### src/rtl/deserializer.sv
// MSB-first serial-to-parallel converter with a one-word hold register.
// data_1_en rises the cycle after a word completes; buffer_full stalls the hold, never the shifter.
module deserializer #(
  parameter int WIDTH = 16
) (
  input  logic                     clk,
  input  logic                     rst,
  input  logic                     serial_in,
  input  logic                     serial_en,
  input  logic                     buffer_full,
  output logic [WIDTH-1:0]         data_1,
  output logic                     data_1_en,
  output logic                     busy,
  output logic                     overflow,
  output logic [$clog2(WIDTH)-1:0] bit_count
);

  localparam int CW = $clog2(WIDTH);
  localparam logic [CW-1:0] LAST_BIT = CW'(WIDTH - 1);

  typedef enum logic {EMPTY, LOADED} state_t;

  state_t           state;
  logic [WIDTH-1:0] shreg;
  logic [WIDTH-1:0] hold;
  logic [WIDTH-1:0] next_word;
  logic             word_done;

  assign next_word = {shreg[WIDTH-2:0], serial_in};
  assign word_done = serial_en && (bit_count == LAST_BIT);
  assign busy      = (state == LOADED);
  assign data_1    = hold;
  // Combinational so a falling buffer_full drains in the same cycle.
  assign data_1_en = busy && !buffer_full;

  always_ff @(posedge clk or negedge rst) begin
    if (!rst) begin
      state     <= EMPTY;
      shreg     <= '0;
      hold      <= '0;
      bit_count <= '0;
      overflow  <= 1'b0;
    end else begin
      if (serial_en) begin
        shreg     <= next_word;
        bit_count <= word_done ? '0 : bit_count + 1'b1;
      end
      case (state)
        EMPTY: begin
          if (word_done) begin
            hold  <= next_word;
            state <= LOADED;
          end
        end
        LOADED: begin
          if (word_done) begin
            // A drain on this edge frees the slot for the new word; otherwise it is lost.
            if (data_1_en) hold <= next_word;
            else           overflow <= 1'b1;
          end else if (data_1_en) begin
            state <= EMPTY;
          end
        end
        default: state <= EMPTY;
      endcase
    end
  end

endmodule

### config.mk
export PLATFORM = sky130hd
export DESIGN_NAME = deserializer
export DESIGN_NICKNAME = d
export VERILOG_FILES = /design/src/rtl/deserializer.sv
export SDC_FILE = /design/constraint.sdc
export NUM_CORES = 1
export LEC_CHECK = 0
export ABC_AREA = 1
export CAP_MARGIN = 5
export CORE_UTILIZATION = 40
export CTS_BUF_LIST = sky130_fd_sc_hd__clkbuf_8 sky130_fd_sc_hd__clkbuf_16
export CTS_CLUSTER_DIAMETER = 50
export DETAILED_ROUTE_END_ITERATION = 10
export GPL_TIMING_DRIVEN = 0
export PLACE_DENSITY = 0.71
export SYNTH_ARGS = -nofsm -noshare
export SYNTH_HDL_FRONTEND = slang
export SYNTH_SLANG_ARGS = --single-unit
### constraint.sdc
create_clock -name clk -period 3.3 [get_ports clk]
set_input_delay 0.495 -clock clk [delete_from_list [all_inputs] [get_ports clk]]
set_output_delay 0.495 -clock clk [all_outputs]
set_load 0.05 [all_outputs]
; Word-level counts from Yosys, hierarchy flattened
; Index checks and enable logic that the tools add are counted.
[word_totals]
reg_bits = 37
input_bits = 5
elab_cells = 26
[op_classes]
bitwise = 2
reduce_logical = 5
add_sub_neg = 1
eq_ne = 4
mux = 9
[op_table]
columns = op, n
row1 = two-way mux 16 bit, 3
row2 = one-hot mux 16 bit (2 select lines), 1
row3 = AND reduction 3 bit, 2
row4 = adder 4 x 1 -> 4 bit (second input constant), 1
row5 = equality test 4 bit (second input constant), 1
row6 = two-way mux 4 bit, 1
row7 = != test 2 bit (second input constant), 2
row8 = two-way mux 1 bit, 3
row9 = logical AND 1 bit, 2
row10 = != test 2 x 1 -> 1 bit (second input constant), 1
row11 = NOT 1 bit, 2
row12 = one-hot mux 1 bit (2 select lines), 1
row13 = zero test 1 bit, 1

; Longest topological paths before layout
[depth]
word_depth = 5
depth_mapped = 7
mapped_depth_nobuf = 6

; Worst setup path after synthesis
; OpenSTA, ideal clock, no wires.
[synth_timing]
kind = reg-to-output
start = register state (netlist: busy)
end = output port data_1_en
n_path_buf = 0
path_slack_ps = 1417
arrival_ps = 1388
stages_incl_launch_ff = 3
path_cell_list = dfrtp_1 inv_1 nor2_1
[synth_between]
elab_chain_len = 1
[synth_lines]
columns = item, line
row1 = "start, declared", 23  ; state_t state;
row2 = "start signal, assigned", 38  ; state <= EMPTY;
row3 = "start signal, assigned", 52  ; state <= LOADED;
row4 = "start signal, assigned", 61  ; state <= EMPTY;
row5 = logical AND 1 bit, 34  ; assign data_1_en = busy && !buffer_full;
row6 = "end, declared", 12  ; output logic data_1_en,
; No other way between the ends.

; Worst setup path in the final report
[layout_timing]
start = input port buffer_full
end = output port data_1_en
[layout_between]
elab_chain_len = 2
[layout_lines]
columns = item, line
row1 = "start, declared", 10  ; input logic buffer_full,
row2 = zero test 1 bit, 34
row3 = logical AND 1 bit, 34
; No other way between the ends.

==> summary.md <==
| Metric | Value |
|---|---|
| Worst-path fanout max | 3 |
| Reg clk slew, reported paths | about 70 ps |
| Max-Slew Margin vs Limit | 49.1% |
| Critical path startpoint | buffer_full |
| Root Driver | clkbuf_8 |
| Placed cells | around 230 |
| Clock Sinks | 37 |
| TritonCTS Buffers | 5 |
| Setup Skew | roughly 3.6 ps |
| Worst setup path class | in -> out |
| Hold-fix buffers, CTS | 0 |
| WP data required | about 2800 ps |
| Initial core utilization | 43.3% |
| Slew @ Worst Pin | roughly 760 ps |
| Mean Syn Cell Area | around 9.4 um^2 |
| I/O Buffers | 27 |
| Via count | between 1000 and 1500 |
| Adder-cell share of the synthesized area | 0.839% |
| Critical path endpoint category | output port |
| IO Count | 28 |
| Layout cells sized above 1 | 10.4% |
| Area after DPL | between 1500 and 2000 um^2 |
| Initial antenna violation count | 0 |
| Syn. warnings | 0 |
| CTS resizes | 0 |
| Diode count | 0 |
| Max Cap Viol | 0 |
| GP Congestion | between 0.7 and 0.8 |
| Top routing layer in use | met4 |
| Post-route setup TNS | 0 ps |
| WL met1 | 1200 um |
| Synthesized flop and latch total | 37 |
| Row count | 21 |
| Total power | 1.63 mW |
| Critical-path top delay cell | clkdlybuf4s50_1 |
| Vias in the first global route | 1113 |
| Clk Latency, worst-skew pair | around 290 ps |
| Netlist cell types | 16 |
| Vias/cell | approximately 4.8 |
| Min Hold Slack | about 270 ps |
| Xor/xnor share of the synthesized area | less than 1% |
| Compound-cell area share of the yosys netlist | 5.70% |
| Unrepaired setup endpoints after global routing | false |
| Die height | approximately 63 um |
| Pre-Repair DR Iteration Count | 4 |
| Drt drc | 0 |
| Lkg Pwr | between 0.9 and 1 nW |
| Setup crit start kind | primary input |
| Non-Filler Instances | 239 |
| Crit-path most repeated cell | clkdlybuf4s50_1 |
| Global Route Usage Sum | between 15 and 20% |
| Met3 WL | between 150 and 200 um |
| Layout Nets | 198 |
| Core area | roughly 3400 um^2 |
| Post-DP HPWL | around 2000 um |
| Worst path arrival time | 1880 ps |
| Crit path cell chain | clkdlybuf4s50_1, nor2_1, clkdlybuf4s50_1 |
| Mapped Area | about 1500 um^2 |
| Post-Synth Simple-Gate Area | between 20% and 30% |
| Mux share of post-synthesis cell area | 0% |
| Die width | 63.1 um |
| Per-cell routed wire length | roughly 11 um |
| Final period util | a little under three quarters |
| CTS HTree Levels | 2 |
| Sequential element share of the synthesized area | between 60 and 70% |
| Worst VDD drop | 0.000406 V |
| # fillers | between 300 and 400 |
| Largest family of logic cells by synthesized area | simple AND/OR/NAND/NOR gates |
| Die footprint | around 4000 um^2 |
| Met2 Wirelength | 1340 um |
| Clock buffer depth | 2 |
| Area grow syn2layout | 27.2% |
| Status | finished clean |
| Max incr delay on CP | about 800 ps |
| HP Class | in -> async |
| First-pass GRT wire length | roughly 4800 um |
| Slew Viols, Final | 0 |
| Post-CTS Setup Bufs | 0 |
| # setup viols final | 0 |
| Hold Violations, Final | 0 |
| Post-Synthesis Cells | around 160 |
| Max Fclk | between 400 and 500 MHz |
| Post-Synthesis Net Count | 164 |
| Iteration-0 DRC Markers | 35 |
| Drt total wl | approximately 2700 um |
| Min Clock Period, post-route | 2370 ps |
| GRT Residual Overflow | 0 |
| Largest net degree at the start of global routing | 38 |
| Pwr Density | roughly 860 nW/um^2 |
| R2r startpoint | bit_count[0] |
| Post-DRT Antenna Nets | 0 |
| Fin area | 1900 um^2 |
| CTS tree | built |
## cell usage in the layout, fill, tap and decap left out
cell,synthesis,final
nand2_1,58,58
dfrtp_1,37,37
clkdlybuf4s50_1,0,26
nand3_1,18,18
o21ai_0,16,16
inv_1,11,12
buf_2,4,5
clkbuf_8,0,5
nand2_2,3,3
nor2_1,2,2
buf_6,2,2
clkinv_2,0,2
nor2_8,1,1
nand2_4,1,1
xor2_1,1,1
inv_2,1,1
or2_0,1,1
o21ai_1,1,1
ha_1,1,1
## registers in the layout, indices dropped and copies added (netlist names)
| signal | cells |
|---|---|
| overflow | 1 |
| shreg | 15 |
| busy | 1 |
| bit_count | 4 |
| data_1 | 16 |
## per-stage QoR
stage	utilization [%]	worst slack (ps)
finish	55.1	927
global route	55.1	902
CTS	55.1	921
detailed placement	52.7	926
global placement	52.9	936
floorplan	-	1420
## final cells by class
type	count	area [um^2]	share of cell area, %
multi-input cells	103	478	25.2
clock buffers	5	68.8	3.63
flip-flops and latches	37	926	48.8
inverters	12	45.0	2.37
repair buffers	27	265	14.0
clock inverters	3	13.8	0.726
plain buffers	6	42.5	2.24
well taps	46	57.6	3.03
## cell usage after synthesis, drive strengths merged
master | count | area [um^2]
buf | 6 | 42.5
dfrtp | 37 | 926
ha | 1 | 12.5
inv | 12 | 45.0
nand2 | 62 | 248
nand3 | 18 | 90.1
nor2 | 3 | 27.5
o21ai | 17 | 85.1
or2 | 1 | 6.26
xor2 | 1 | 8.76
## final timing paths
check	to	cells past startpoint	slack [ps]
setup reg to reg	data_1[1]	7	1900
hold / removal	data_1[13]	1	270
min in group clk	data_1[7]	2	470
max in group asynchronous	data_1[8]	1	2530
setup / recovery	data_1_en	3	930
hold reg to reg	data_1[7]	2	470
## per-layer routing
metal  global-route usage [%]  up-vias
met1                     17.9      536
li1                         -      565
met5                        0        -
met4                     8.14        0
met3                     6.88        6
met2                     25.9       37
## critical path, delay by kind of cell
family	cells	cell delay (ps)
and+or+nand+nor	1	120
buffers and inverters	2	1260
## kinds of logic after synthesis
group,Yosys count
xor+xnor,1
buf+inv,18
fa+ha+maj,1
compound gates,17
simple gates,84
flops,37
## report_power, final
part	internal, mW	switching (mW)	total, mW
Sequential	0.572	0.0816	0.654
Clock	0.143	0.147	0.290
Combinational	0.218	0.469	0.687
Note: power is estimated with default switching activity, not from simulation.
